==> config.mk <==
export PLATFORM = sky130hd
export DESIGN_NAME = cc_status_unit_flat
export DESIGN_NICKNAME = d
export VERILOG_FILES = /design/src/rtl/cc_status_unit_if.sv /design/src/rtl/cc_status_unit.sv /design/src/flat_wrapper.sv
export SDC_FILE = /design/constraint.sdc
export NUM_CORES = 1
export LEC_CHECK = 0
export CAP_MARGIN = 20
export CORE_MARGIN = 10
export CORE_UTILIZATION = 41
export DETAILED_ROUTE_END_ITERATION = 8
export GPL_ROUTABILITY_DRIVEN = 0
export GPL_TIMING_DRIVEN = 1
export MAX_ROUTING_LAYER = met4
export PLACE_DENSITY_LB_ADDON = 0.15
export SYNTH_ARGS = -nofsm -noshare
export SYNTH_HDL_FRONTEND = slang
export SYNTH_SLANG_ARGS = --single-unit
==> constraint.sdc <==
create_clock -name CLK -period 2.3 [get_ports CLK]
set_clock_uncertainty 0.2 [all_clocks]
set_input_delay 0.345 -clock CLK [delete_from_list [all_inputs] [get_ports CLK]]
set_output_delay 0.345 -clock CLK [all_outputs]
set_load 0.02 [all_outputs]
==> src/rtl/cc_status_unit_if.sv <==
// Condition-code bus between ALU_CC/sequencer (master) and the status unit (slave).
interface cc_status_unit_if;
   logic       Z;
   logic       V;
   logic       C;
   logic       N;
   logic       CC_WE;
   logic [3:0] CC_MASK;
   logic       PSW_LD;
   logic [3:0] PSW_IN;
   logic       SAVE;
   logic       RESTORE;
   logic       BR_REQ;
   logic [3:0] COND;
   logic [3:0] FLAGS;
   logic       Pre_C;
   logic       BR_VALID;
   logic       BR_TAKEN;
   logic       STK_EMPTY;
   logic       STK_FULL;
   logic       STK_ERR;

   modport master (
      output Z, V, C, N, CC_WE, CC_MASK, PSW_LD, PSW_IN,
      output SAVE, RESTORE, BR_REQ, COND,
      input  FLAGS, Pre_C, BR_VALID, BR_TAKEN,
      input  STK_EMPTY, STK_FULL, STK_ERR
   );

   modport slave (
      input  Z, V, C, N, CC_WE, CC_MASK, PSW_LD, PSW_IN,
      input  SAVE, RESTORE, BR_REQ, COND,
      output FLAGS, Pre_C, BR_VALID, BR_TAKEN,
      output STK_EMPTY, STK_FULL, STK_ERR
   );
endinterface

==> src/rtl/cc_status_unit.sv <==
// Status register {N,Z,V,C}, shadow stack and branch-condition resolver.
// Optional CC_FWD_EN: branches evaluate the same-cycle FLAGS next-state.
module cc_status_unit #(
   parameter int SAVE_DEPTH = 4
) (
   input  logic             CLK,
   input  logic             RST,
   cc_status_unit_if.slave  bus
);
   localparam int PW = $clog2(SAVE_DEPTH + 1);
   localparam logic [PW-1:0] ONE = PW'(1);
   localparam logic [PW-1:0] TOP = PW'(SAVE_DEPTH);

   logic [3:0]    flags_q;
   logic [3:0]    flags_d;
   logic [3:0]    alu_flags;
   logic [3:0]    eval_flags;
   logic [PW-1:0] cnt_q;
   logic [PW-1:0] top_idx;
   logic [3:0]    stk_mem [2**PW];
   logic          stk_empty;
   logic          stk_full;
   logic          do_push;
   logic          do_pop;
   logic          do_xchg;
   logic          do_err;
   logic          err_q;
   logic          br_valid_q;
   logic          br_taken_q;
   logic          cond_ok;

   assign alu_flags = {bus.N, bus.Z, bus.V, bus.C};
   assign stk_empty = (cnt_q == '0);
   assign stk_full  = (cnt_q == TOP);
   assign top_idx   = cnt_q - ONE;

   // SAVE+RESTORE on an empty stack degrades to a plain push
   assign do_xchg = bus.SAVE & bus.RESTORE & ~stk_empty;
   assign do_pop  = bus.RESTORE & ~bus.SAVE & ~stk_empty;
   assign do_push = bus.SAVE & ~do_xchg & ~stk_full;
   assign do_err  = (bus.SAVE & ~bus.RESTORE & stk_full)
                  | (bus.RESTORE & ~bus.SAVE & stk_empty);

   always_comb begin
      flags_d = flags_q;
      if (do_pop || do_xchg)
         flags_d = stk_mem[top_idx];
      else if (bus.PSW_LD)
         flags_d = bus.PSW_IN;
      else if (bus.CC_WE)
         flags_d = (alu_flags & bus.CC_MASK)
                 | (flags_q & ~bus.CC_MASK);
   end

`ifdef CC_FWD_EN
   assign eval_flags = flags_d;
`else
   assign eval_flags = flags_q;
`endif

   always_comb begin
      logic n, z, v, c;
      {n, z, v, c} = eval_flags;
      cond_ok = 1'b0;
      case (bus.COND)
         4'h0: cond_ok = z;
         4'h1: cond_ok = ~z;
         4'h2: cond_ok = c;
         4'h3: cond_ok = ~c;
         4'h4: cond_ok = n;
         4'h5: cond_ok = ~n;
         4'h6: cond_ok = v;
         4'h7: cond_ok = ~v;
         4'h8: cond_ok = c & ~z;
         4'h9: cond_ok = ~c | z;
         4'hA: cond_ok = (n == v);
         4'hB: cond_ok = (n != v);
         4'hC: cond_ok = ~z & (n == v);
         4'hD: cond_ok = z | (n != v);
         4'hE: cond_ok = 1'b1;
         4'hF: cond_ok = 1'b0;
         default: cond_ok = 1'b0;
      endcase
   end

   always_ff @(posedge CLK or posedge RST) begin
      if (RST) begin
         flags_q    <= '0;
         cnt_q      <= '0;
         err_q      <= 1'b0;
         br_valid_q <= 1'b0;
         br_taken_q <= 1'b0;
      end else begin
         flags_q    <= flags_d;
         br_valid_q <= bus.BR_REQ;
         br_taken_q <= bus.BR_REQ & cond_ok;
         if (do_push)
            cnt_q <= cnt_q + ONE;
         else if (do_pop)
            cnt_q <= top_idx;
         if (do_err)
            err_q <= 1'b1;
      end
   end

   // Entry contents are don't-care after reset, so no reset here
   always_ff @(posedge CLK) begin
      if (do_push)
         stk_mem[cnt_q] <= flags_q;
      else if (do_xchg)
         stk_mem[top_idx] <= flags_q;
   end

   assign bus.FLAGS     = flags_q;
   assign bus.Pre_C     = flags_q[0];
   assign bus.BR_VALID  = br_valid_q;
   assign bus.BR_TAKEN  = br_taken_q;
   assign bus.STK_EMPTY = stk_empty;
   assign bus.STK_FULL  = stk_full;
   assign bus.STK_ERR   = err_q;
endmodule

==> src/flat_wrapper.sv <==
// flat-port wrapper written by rule: the top's interface ports become plain ports
module cc_status_unit_flat 
#(
   parameter int SAVE_DEPTH = 4
)
  (CLK, RST, bus_Z, bus_V, bus_C, bus_N, bus_CC_WE, bus_CC_MASK, bus_PSW_LD, bus_PSW_IN, bus_SAVE, bus_RESTORE, bus_BR_REQ, bus_COND, bus_FLAGS, bus_Pre_C, bus_BR_VALID, bus_BR_TAKEN, bus_STK_EMPTY, bus_STK_FULL, bus_STK_ERR);
  cc_status_unit_if bus_i ();
  input  logic CLK;
  input  logic RST;
  input wire logic [$bits(bus_i.Z)-1:0] bus_Z;
  input wire logic [$bits(bus_i.V)-1:0] bus_V;
  input wire logic [$bits(bus_i.C)-1:0] bus_C;
  input wire logic [$bits(bus_i.N)-1:0] bus_N;
  input wire logic [$bits(bus_i.CC_WE)-1:0] bus_CC_WE;
  input wire logic [$bits(bus_i.CC_MASK)-1:0] bus_CC_MASK;
  input wire logic [$bits(bus_i.PSW_LD)-1:0] bus_PSW_LD;
  input wire logic [$bits(bus_i.PSW_IN)-1:0] bus_PSW_IN;
  input wire logic [$bits(bus_i.SAVE)-1:0] bus_SAVE;
  input wire logic [$bits(bus_i.RESTORE)-1:0] bus_RESTORE;
  input wire logic [$bits(bus_i.BR_REQ)-1:0] bus_BR_REQ;
  input wire logic [$bits(bus_i.COND)-1:0] bus_COND;
  output wire logic [$bits(bus_i.FLAGS)-1:0] bus_FLAGS;
  output wire logic [$bits(bus_i.Pre_C)-1:0] bus_Pre_C;
  output wire logic [$bits(bus_i.BR_VALID)-1:0] bus_BR_VALID;
  output wire logic [$bits(bus_i.BR_TAKEN)-1:0] bus_BR_TAKEN;
  output wire logic [$bits(bus_i.STK_EMPTY)-1:0] bus_STK_EMPTY;
  output wire logic [$bits(bus_i.STK_FULL)-1:0] bus_STK_FULL;
  output wire logic [$bits(bus_i.STK_ERR)-1:0] bus_STK_ERR;
  assign bus_i.Z = bus_Z;
  assign bus_i.V = bus_V;
  assign bus_i.C = bus_C;
  assign bus_i.N = bus_N;
  assign bus_i.CC_WE = bus_CC_WE;
  assign bus_i.CC_MASK = bus_CC_MASK;
  assign bus_i.PSW_LD = bus_PSW_LD;
  assign bus_i.PSW_IN = bus_PSW_IN;
  assign bus_i.SAVE = bus_SAVE;
  assign bus_i.RESTORE = bus_RESTORE;
  assign bus_i.BR_REQ = bus_BR_REQ;
  assign bus_i.COND = bus_COND;
  assign bus_FLAGS = bus_i.FLAGS;
  assign bus_Pre_C = bus_i.Pre_C;
  assign bus_BR_VALID = bus_i.BR_VALID;
  assign bus_BR_TAKEN = bus_i.BR_TAKEN;
  assign bus_STK_EMPTY = bus_i.STK_EMPTY;
  assign bus_STK_FULL = bus_i.STK_FULL;
  assign bus_STK_ERR = bus_i.STK_ERR;
  cc_status_unit #(.SAVE_DEPTH(SAVE_DEPTH)) u_core (.CLK(CLK), .RST(RST), .bus(bus_i));
endmodule
==> results.yml, run 1 <==
run_status:
  status: "finished clean"
cells_and_area:
  diodes: 0
  nFillCells: 441
  final_util_pct: 55.23
  synthToLayoutAreaGrowth_pct: 31.69
  fin_area_um2: 2803
  drive_above_1_share_pct: 20.98
  nNetsFinal: 249
  final_cells: 294
cts:
  cts.clk_slew.worst_paths_ns: 0.08
  cts_buffers: 5
  clk_latency_ns: 0.29
  post-cts-setup-buffer-count: 0
  holdBufCountCts: 0
  htree_levels: 2
  cts_tree: "built"
  clkSinkCount: 42
  clockBufferDepth: 2
  root_buffer: "clkbuf_8"
timing:
  final.period_utilization_pct: 95.66
  rsz0062_at_grt: "false"
  timing.final.crit_period_ns: 2.200
  slew_headroom_pct: 67.96
  slew_violations: 0
  final-hold-violation-count: 0
  setup_viol: 0
  worst_slew_pin_slew_ns: 0.4806
  timing.fmax_mhz: 454.5
die:
  chipHeight_um: 92.05
  placement_rows: 26
  ioPinCount: 33
  die_area_um2: 8473
  die_w_um: 92.05
  core_um2: 5075
  start_util_pct: 41.94
global_routing:
  grt_overflow: 0
  grt_pass1_vias: 1543
  grt_max_degree: 14
  antenna_found_initial: 0
  grt_pass1_wl_um: 8300
  globalRouteTotalUtil_pct: 12.84
critical_path:
  rr_worst_depth: 7
  crit_end: "bus_Pre_C"
  critPathMaxStageDelay_ns: 0.71
  path_max_fanout: 13
  worst-path-buf-inv: 1
  reg2reg_to: "u_core.stk_mem[3][0]"
  crit_type: "reg2out"
  r2r_setup_slack_ns: 0.16
  worst_setup_path_end_kind: "output port"
  cp_cell_sequence: "clkdlybuf4s50_1"
  path_depth: 1
  crit_family: "buffers and inverters"
  startpoint_type: "flop"
  cp.arrival_ns: 1.66
  required_ns: 1.75
  timing.rr.start: "u_core.cnt_q[1]"
  critPathSlowestCell: "clkdlybuf4s50_1"
synth:
  synthArstFlopShare_pct: 23.81
  synth_flop_cell: "edfxtp_1"
  syn_area_um2: 2128
  yosysWarnings: 0
  synthSimpleGateAreaFrac_pct: 11.93
  syn_area_per_cell_um2: 12.52
  synth_edf_count: 32
  synth_top_family_by_area: "multiplexers"
  synthXorXnorAreaFrac_pct: 2.469
  synth_mux_area_share_pct: 13.64
  syn_inst: 170
  synth_cell_types: 38
  syn_nets: 196
  synth-seq-cells: 42
  synth_compound_area_share_pct: 10.11
  yosysSeqAreaShare_pct: 56.91
  synth-adder-area-share_pct: 1.764
pwr:
  power_density_nw_per_um2: 1222
  ir_worst_vdd_mv: 0.5475
  p_leak_uw: 0.001115
placement:
  portBuffers: 32
  hpwl_um: 3889
  dpl-instance-area_um2: 2685
  placed_cells: 286
drt:
  postRouteAntennaNets: 0
  vias_per_cell: 5.384
  wl_per_cell_um: 17.25
  dr.pass1.iters: 4
  drtIter0Drc: 121
  num_vias: 1583
  drc: 0
  postRouteWirelength_um: 5071
run:
  cap_violations: 0
min_path:
  hold_path.class: "in2async"
-- logic make-up after synthesis --
family | count (synthesis)
XOR/XNOR | 6
flip-flops | 42
multiplexers | 19
buffers and inverters | 15
adder cells (fa/ha/maj) | 3
AO/OA/AOI/OAI | 34
AND/OR/NAND/NOR | 51
-- layout make-up --
cell class / instances / area (um^2) / area share, %
multi-input cells: 113 / 884.6 / 31.56
inverters: 7 / 26.28 / 0.9375
well taps: 70 / 87.58 / 3.125
clock buffers: 8 / 110.1 / 3.929
repair buffers: 54 / 483.0 / 17.23
flip-flops and latches: 42 / 1211 / 43.21
-- stage by stage --
stage	hold WS (ns)	worst slack (ns)	total power (uW)	setup TNS [ns]
2_1_floorplan	-0.01482	0.03169	2272	0
3_3_place_gp	0.2548	-0.04318	2854	-0.3742
3_5_place_dp	0.2551	-0.1554	2896	-1.791
4_1_cts	0.1757	0.06573	3440	0
5_1_grt	0.2022	0.009299	3668	0
6_report	0.1662	0.09972	3425	0
-- cell usage after synthesis (all sizes together), types with 2 or more instances --
| cell | instances | share of area, % |
|---|---|---|
| inv | 7 | 1.2 |
| clkbuf | 2 | 0.35 |
| nor3 | 7 | 1.6 |
| mux2i | 11 | 5.2 |
| o21ai | 10 | 2.4 |
| buf | 6 | 1.6 |
| a31oi | 2 | 0.59 |
| nor2 | 15 | 2.6 |
| and2 | 3 | 0.88 |
| ha | 3 | 1.8 |
| xor2 | 5 | 2.1 |
| o211ai | 3 | 1.1 |
| dfrtp | 10 | 12 |
| mux4 | 8 | 8.5 |
| edfxtp | 32 | 45 |
| a21oi | 6 | 1.4 |
| a21o | 5 | 1.8 |
| nand2 | 11 | 1.9 |
| and3 | 4 | 1.2 |
| o21a | 3 | 1.1 |
| nand3 | 3 | 0.71 |
-- cell usage in the layout (no fill, tap or decap), drive strengths merged --
cell           instances
a21o                   5
a21oi                  6
a221oi                 1
a22oi                  1
a31oi                  2
and2                   3
and3                   4
and4b                  1
buf                   22
clkbuf                 8
clkdlybuf4s50         30
dfrtp                 10
dlygate4sd2            2
edfxtp                32
ha                     3
inv                    7
mux2i                 11
mux4                   8
nand2                 11
nand2b                 1
nand3                  3
nand3b                 1
nand4b                 1
nor2                  15
nor2b                  1
nor3                   7
o211ai                 3
o21a                   3
o21ai                 10
o21bai                 1
o31ai                  1
o32ai                  1
or3                    1
or4                    1
or4b                   1
xnor2                  1
xor2                   5
-- metal layers --
| metal | part of all wire, % | up-vias | track usage (%) |
|---|---|---|---|
| met3 | 5.0 | 9 | 3.178 |
| met4 | 1.5 | 0 | 4.113 |
| li1 | - | 745 | - |
| met1 | 45 | 785 | 16.54 |
| met2 | 49 | 44 | 19.41 |
| met5 | 0 | - | - |
-- state kept, by name (all words and copies together) (netlist names), named ones only --
name,count
u_core.cnt_q,3
u_core.stk_mem,32
u_core.bus.BR_VALID,1
u_core.bus.BR_TAKEN,1
u_core.bus.STK_ERR,1
-- what timing repair did --
item / in CTS / in global routing
pin swaps: 0 / 1
endpoints found under the setup margin: 6 / 17
gates resized for setup: 3 / 4
cloned: 0 / 0
-- power breakdown --
group	total, uW	internal [uW]	switching [uW]
clock network	541	303	238
registers	1240	1080	159
logic	1650	791	858
-- worst min-delay path by stage --
stage,startpoint,to,slack [ns],cells past startpoint
5_1_grt,RST,u_core.bus.BR_VALID,0.20,2
4_1_cts,RST,async pin,0.18,2
6_report,RST,async pin,0.17,2
2_1_floorplan,RST,async pin,-0.01,1
3_5_place_dp,u_core.bus.STK_ERR,u_core.bus.STK_ERR,0.26,1
3_3_place_gp,u_core.bus.STK_ERR,u_core.bus.STK_ERR,0.25,1
No activity file was read; power rests on OpenSTA's default activity.
==> inputs of run 2 (changes only) <==
Settings changed: ABC_AREA set to 1, CAP_MARGIN 20 to 30.
==> run 2 against run 1 <==
  * Die area fell by 0.79%
  * Final area down 4.6%
  * Synthesized cell count is 28% higher
  * Utilization is 2.2 points lower
  * Register-to-register slack worse by 0.05 ns
==> results.yml, run 2 <==
global_routing:
  globalRouteTotalUtil_pct: 13.58
  grt_util_met3_pct: 3.504
  grt_pass1_vias: 1686
  busiest_layer: "met2"
  grt_max_degree: 20
  grt_overflow: 0
  grt_pass1_wl_um: 8645
  antenna_found_initial: 0
  met2_usage_pct: 21.03
  gr-usage-met1_pct: 16.73
critical_path:
  crit_type: "reg2reg"
  timing.rr.start: "u_core.cnt_q[0]"
  startpoint_type: "flop"
  reg2reg_to: "u_core.stk_mem[0][0]"
  path_max_fanout: 6
  r2r_setup_slack_ns: 0.11
  worst_setup_path_end_kind: "flop"
  cp.arrival_ns: 1.96
  required_ns: 2.07
  rr_worst_depth: 7
drt:
  dr.pass1.iters: 4
  postRouteAntennaNets: 0
  drc: 0
  num_vias: 1638
  postRouteWirelength_um: 5269
  drtIter0Drc: 108
  wl_per_cell_um: 15.82
  vias_per_cell: 4.919
cts:
  clk_latency_ns: 0.29
  clkSinkCount: 42
  root_buffer: "clkbuf_8"
  htree_levels: 2
  cts_buffers: 5
  clockBufferDepth: 2
  cts.clk_slew.worst_paths_ns: 0.08
  cts_tree: "built"
die:
  die_area_um2: 8406
  core_um2: 5042
  die_w_um: 91.69
  placement_rows: 26
  ioPinCount: 33
  start_util_pct: 41.79
  chipHeight_um: 91.69
synth:
  synth_cell_types: 31
  synth_flop_cell: "edfxtp_1"
  syn_area_um2: 2107
  synth_compound_area_share_pct: 14.67
  synthSimpleGateAreaFrac_pct: 18.29
  synth-adder-area-share_pct: 1.781
  synth.most_common_cell: "nand2_1"
  yosysSeqAreaShare_pct: 57.48
  syn_nets: 243
  synth_mux_area_share_pct: 0
  yosysWarnings: 0
  yosysTopAreaCell: "edfxtp_1"
  syn_inst: 217
  synth_edf_count: 32
  synth-seq-cells: 42
  yosysTopAreaCellShare_pct: 45.61
  syn_area_per_cell_um2: 9.710
  synthArstFlopShare_pct: 23.81
  synth_top_family_by_area: "simple AND/OR/NAND/NOR gates"
  synthXorXnorAreaFrac_pct: 2.019
  synthTopCellsByCount: "36 x nand2_1, 34 x nor2_1, 32 x edfxtp_1, 32 x o21ai_0, 20 x inv_1"
  synth.area.top_cells: "edfxtp_1 46%, dfrtp_1 12%, o21ai_0 7.6%"
placement:
  hpwl_um: 3958
  portBuffers: 32
  dpl-instance-area_um2: 2566
  place_ws_ns: -0.003533
run_status:
  status: "finished clean"
cells_and_area:
  top_register: "u_core.stk_mem"
  final_common_cell: "nand2_1"
  multi_input_area_um2: 774.5
  top_regs: "u_core.stk_mem: 32 flops, u_core.cnt_q: 3 flops"
  largest_register_ffs: 32
  drive_above_1_share_pct: 11.41
  ff_latch_area_um2: 1211
  diodes: 0
  final_cell_mix: "36 x nand2_1, 34 x nor2_1, 32 x o21ai_0, 32 x edfxtp_1, 30 x clkdlybuf4s50_1"
  nFillCells: 463
  synthToLayoutAreaGrowth_pct: 26.90
  fin_area_um2: 2674
  nNetsFinal: 288
timing:
  final.period_utilization_pct: 95.17
  slew_violations: 0
  timing.final.crit_period_ns: 2.189
  setup_viol: 0
  worst_slew_pin_slew_ns: 0.4587
  layout_setup_ws_ns: 0.1110
  timing.fmax_mhz: 456.8
  rsz0062_at_grt: "true"
  final-hold-violation-count: 0
  slew_headroom_pct: 69.42
min_path:
  hold_path.class: "in2async"
pwr:
  power_density_nw_per_um2: 1337
  p_leak_uw: 0.001078
  p_total_uw: 3576
  ir_worst_vdd_mv: 0.6001
run:
  cap_violations: 0
==> run 2: changes by cell type in the layout (fill, tap and decap cells not counted), sizes merged, moves of 10 or more <==
| cell | change |
|---|---|
| nor2 | +20 |
| nand2 | +27 |
| o21ai | +25 |
| mux2i | -11 |
| nand3 | +10 |
| buf | -10 |
| inv | +14 |
==> run 2: worst max path at each step <==
| stage | from | endpoint | slack, ns | cells after the start |
|---|---|---|---|---|
| global route | u_core.cnt_q[1] | u_core.stk_mem[0][0] | -0.04 | 7 |
| global placement | bus_RESTORE | u_core.stk_mem[0][3] | 0.03 | 5 |
| finish | u_core.cnt_q[0] | u_core.stk_mem[0][0] | 0.11 | 7 |
| detailed placement | bus_RESTORE | u_core.stk_mem[4][0] | -0.004 | 5 |
| CTS | flop | bus_FLAGS[1] | 0.11 | 1 |
| floorplan | u_core.cnt_q[0] | u_core.stk_mem[0][0] | 0.04 | 9 |
==> run 2: kinds of logic after synthesis <==
group           Yosys count
simple gates             88
compound gates           52
flops                    42
buf+inv                  28
xor+xnor                  4
fa+ha+maj                 3
==> run 2: layout make-up <==
type,count,share of cell area [%]
clock buffer,6,2.714
clock inverter,2,1.404
inverter,22,3.088
multi-input combinational,147,28.97
sequential,42,45.30
tap,70,3.276
timing repair buffer,44,15.26
==> run 2: critical path, stage by stage (launching register included) <==
cell and delay, ns:
dfrtp_1 0.35, inv_1 0.07, ha_1 0.22, xnor2_2 0.30, inv_1 0.18, o21ai_2 0.19
nand2_1 0.09, nor2_1 0.28
==> run 2: repair_timing <==
action,CTS,global route
setup endpoints to repair,2,8
buffers inserted,0,0
hold buffers,0,0
endpoints found under the hold margin,0,0
gates resized for setup,2,0
==> run 2: layer usage <==
metal  up-vias  share of wire (%)
met3         6                3.8
li1        837                  -
met4         0               0.97
met5         -                  0
met2        28                 48
met1       767                 47
==> run 2: power by group <==
group | internal, uW | switching (uW)
Combinational | 646 | 1110
Sequential | 1100 | 140
Clock | 324 | 253
Total | 2070 | 1510
==> run 2: through the flow <==
| step | setup TNS [ns] | util [%] | instances | hold WS (ns) |
|---|---|---|---|---|
| finish | 0 | 53.03 | 333 | 0.1296 |
| global route | -0.2798 | 53.03 | 333 | 0.1718 |
| CTS | 0 | 53.03 | 333 | 0.1365 |
| detailed placement | -0.01378 | 50.89 | 325 | 0.2843 |
| global placement | 0 | 50.89 | 325 | 0.2763 |
| floorplan | 0 | - | 217 | -0.01482 |
==> inputs of run 3 (changes only) <==
Settings changed: CORE_UTILIZATION 41 to 48.
==> run 3 against run 2 <==
  * Cell count down 5.1%
  * Non-clock buffer count is 1 higher
  * Hold slack got worse by 0.0073 ns
  * Count of clock-buffer cells in the layout unchanged
  * Via count rose by 3.5%
  * First-iteration DRC count up 6.5%
  * Sequential power about the same
  * Critical path depth is 6 lower
  * Clock power about the same
==> results.yml, run 3 (same netlist as run 2, synthesis figures left out) <==
run_status:
  status: "finished clean"
cts:
  clkSinkCount: 42
  cts_tree: "built"
  clk_latency_ns: 0.30
  cts.clk_slew.worst_paths_ns: 0.09
  clockBufferDepth: 2
  htree_levels: 2
  post-cts-setup-buffer-count: 0
  cts_buffers: 5
  root_buffer: "clkbuf_8"
global_routing:
  globalRouteTotalUtil_pct: 14.38
  grt_pass1_wl_um: 8183
  grt_max_degree: 20
  grt_overflow: 0
  antenna_found_initial: 0
  grt_pass1_vias: 1697
min_path:
  hold_path.class: "in2async"
cells_and_area:
  multi_input_area_um2: 774.5
  final_common_cell: "nand2_1"
  largest_register_ffs: 32
  ff_latch_area_um2: 1211
  nFillCells: 374
  top_register: "u_core.stk_mem"
  nNetsFinal: 289
  final_cell_mix: "36 x nand2_1, 34 x nor2_1, 32 x o21ai_0, 32 x edfxtp_1, 30 x clkdlybuf4s50_1"
  drive_above_1_share_pct: 11.74
  synthToLayoutAreaGrowth_pct: 26.19
  diodes: 0
  top_regs: "u_core.stk_mem: 32 flops, u_core.cnt_q: 3 flops"
critical_path:
  path_depth: 1
  worst-path-buf-inv: 1
  cp.arrival_ns: 1.63
  required_ns: 1.75
  critPathSlowestCell: "clkdlybuf4s50_1"
  crit_type: "reg2out"
  crit_family: "buffers and inverters"
  startpoint_type: "flop"
  cp_cell_sequence: "clkdlybuf4s50_1"
  critPathMaxStageDelay_ns: 0.70
  worst_setup_path_end_kind: "output port"
  rr_worst_depth: 7
  path_max_fanout: 12
die:
  placement_rows: 24
  die_area_um2: 7440
  core_um2: 4294
  die_w_um: 86.26
  chipHeight_um: 86.26
  start_util_pct: 49.07
  ioPinCount: 33
drt:
  wl_per_cell_um: 16.14
  postRouteAntennaNets: 0
  drc: 0
  dr.pass1.iters: 4
  postRouteWirelength_um: 5100
  vias_per_cell: 5.367
  drtIter0Drc: 115
  num_vias: 1696
pwr:
  p_leak_uw: 0.001084
  ir_worst_vdd_mv: 0.6869
  power_density_nw_per_um2: 1341
  p_total_uw: 3564
timing:
  worst_slew_pin_slew_ns: 0.4492
  slew_headroom_pct: 70.05
  slew_violations: 0
  final-hold-violation-count: 0
  timing.final.crit_period_ns: 2.176
  layout_setup_ws_ns: 0.1239
  final.period_utilization_pct: 94.61
  setup_viol: 0
  rsz0062_at_grt: "true"
  timing.fmax_mhz: 459.5
  fin_tns_setup_ns: 0
placement:
  portBuffers: 32
  place_ws_ns: -0.005380
  hpwl_um: 3800
run:
  cap_violations: 0
run 3: changes by cell type in the layout (fill, tap and decap cells not counted), sizes merged:
cell,previous run,this run
buf,12,13
run 3: report_power, final:
group          total [uW]  switching (uW)  internal [uW]  leakage (uW)
logic                1770            1120            653      0.000625
registers            1220             120           1100      0.000407
clock network         576             252            324     0.0000514
run 3: layout make-up:
class | count | area share (%)
sequential | 42 | 45.55
multi-input combinational | 147 | 29.13
timing repair buffer | 45 | 15.62
inverter | 22 | 3.106
clock buffer | 6 | 2.729
tap | 52 | 2.447
clock inverter | 2 | 1.412
run 3: layer usage:
metal / global-route usage (%) / up-vias / routed length, um
li1: - / 837 / -
met1: 16.66 / 807 / 2131
met2: 23.80 / 47 / 2632
met3: 2.533 / 5 / 264
met4: 6.627 / 0 / 72
met5: - / - / 0
run 3: worst paths after layout:
check                                        start              endpoint  slack (ns)
min in group CLK                u_core.bus.STK_ERR    u_core.bus.STK_ERR        0.29
worst max-delay path                          flop          bus_FLAGS[1]        0.12
worst min register to register  u_core.bus.STK_ERR    u_core.bus.STK_ERR        0.29
max in group asynchronous                      RST   u_core.bus.BR_TAKEN        1.47
worst min-delay path                           RST    u_core.bus.STK_ERR        0.12
worst max register to register     u_core.cnt_q[1]  u_core.stk_mem[2][2]        0.13
run 3: through the flow:
stage	std cells	util [%]	hold WS (ns)	cell area, um^2
2_1_floorplan	217	-	-0.01482	2107
3_3_place_gp	308	59.41	0.2694	2551
3_5_place_dp	308	59.41	0.2750	2551
4_1_cts	316	61.92	0.1382	2659
5_1_grt	316	61.92	0.1635	2659
6_report	316	61.92	0.1224	2659
run 3: repair_timing:
item	4_1_cts	5_1_grt
hold buffers	0	0
hold endpoints to repair	0	0
gates cloned	0	0
gates resized for setup	2	0
setup endpoints to repair	2	16
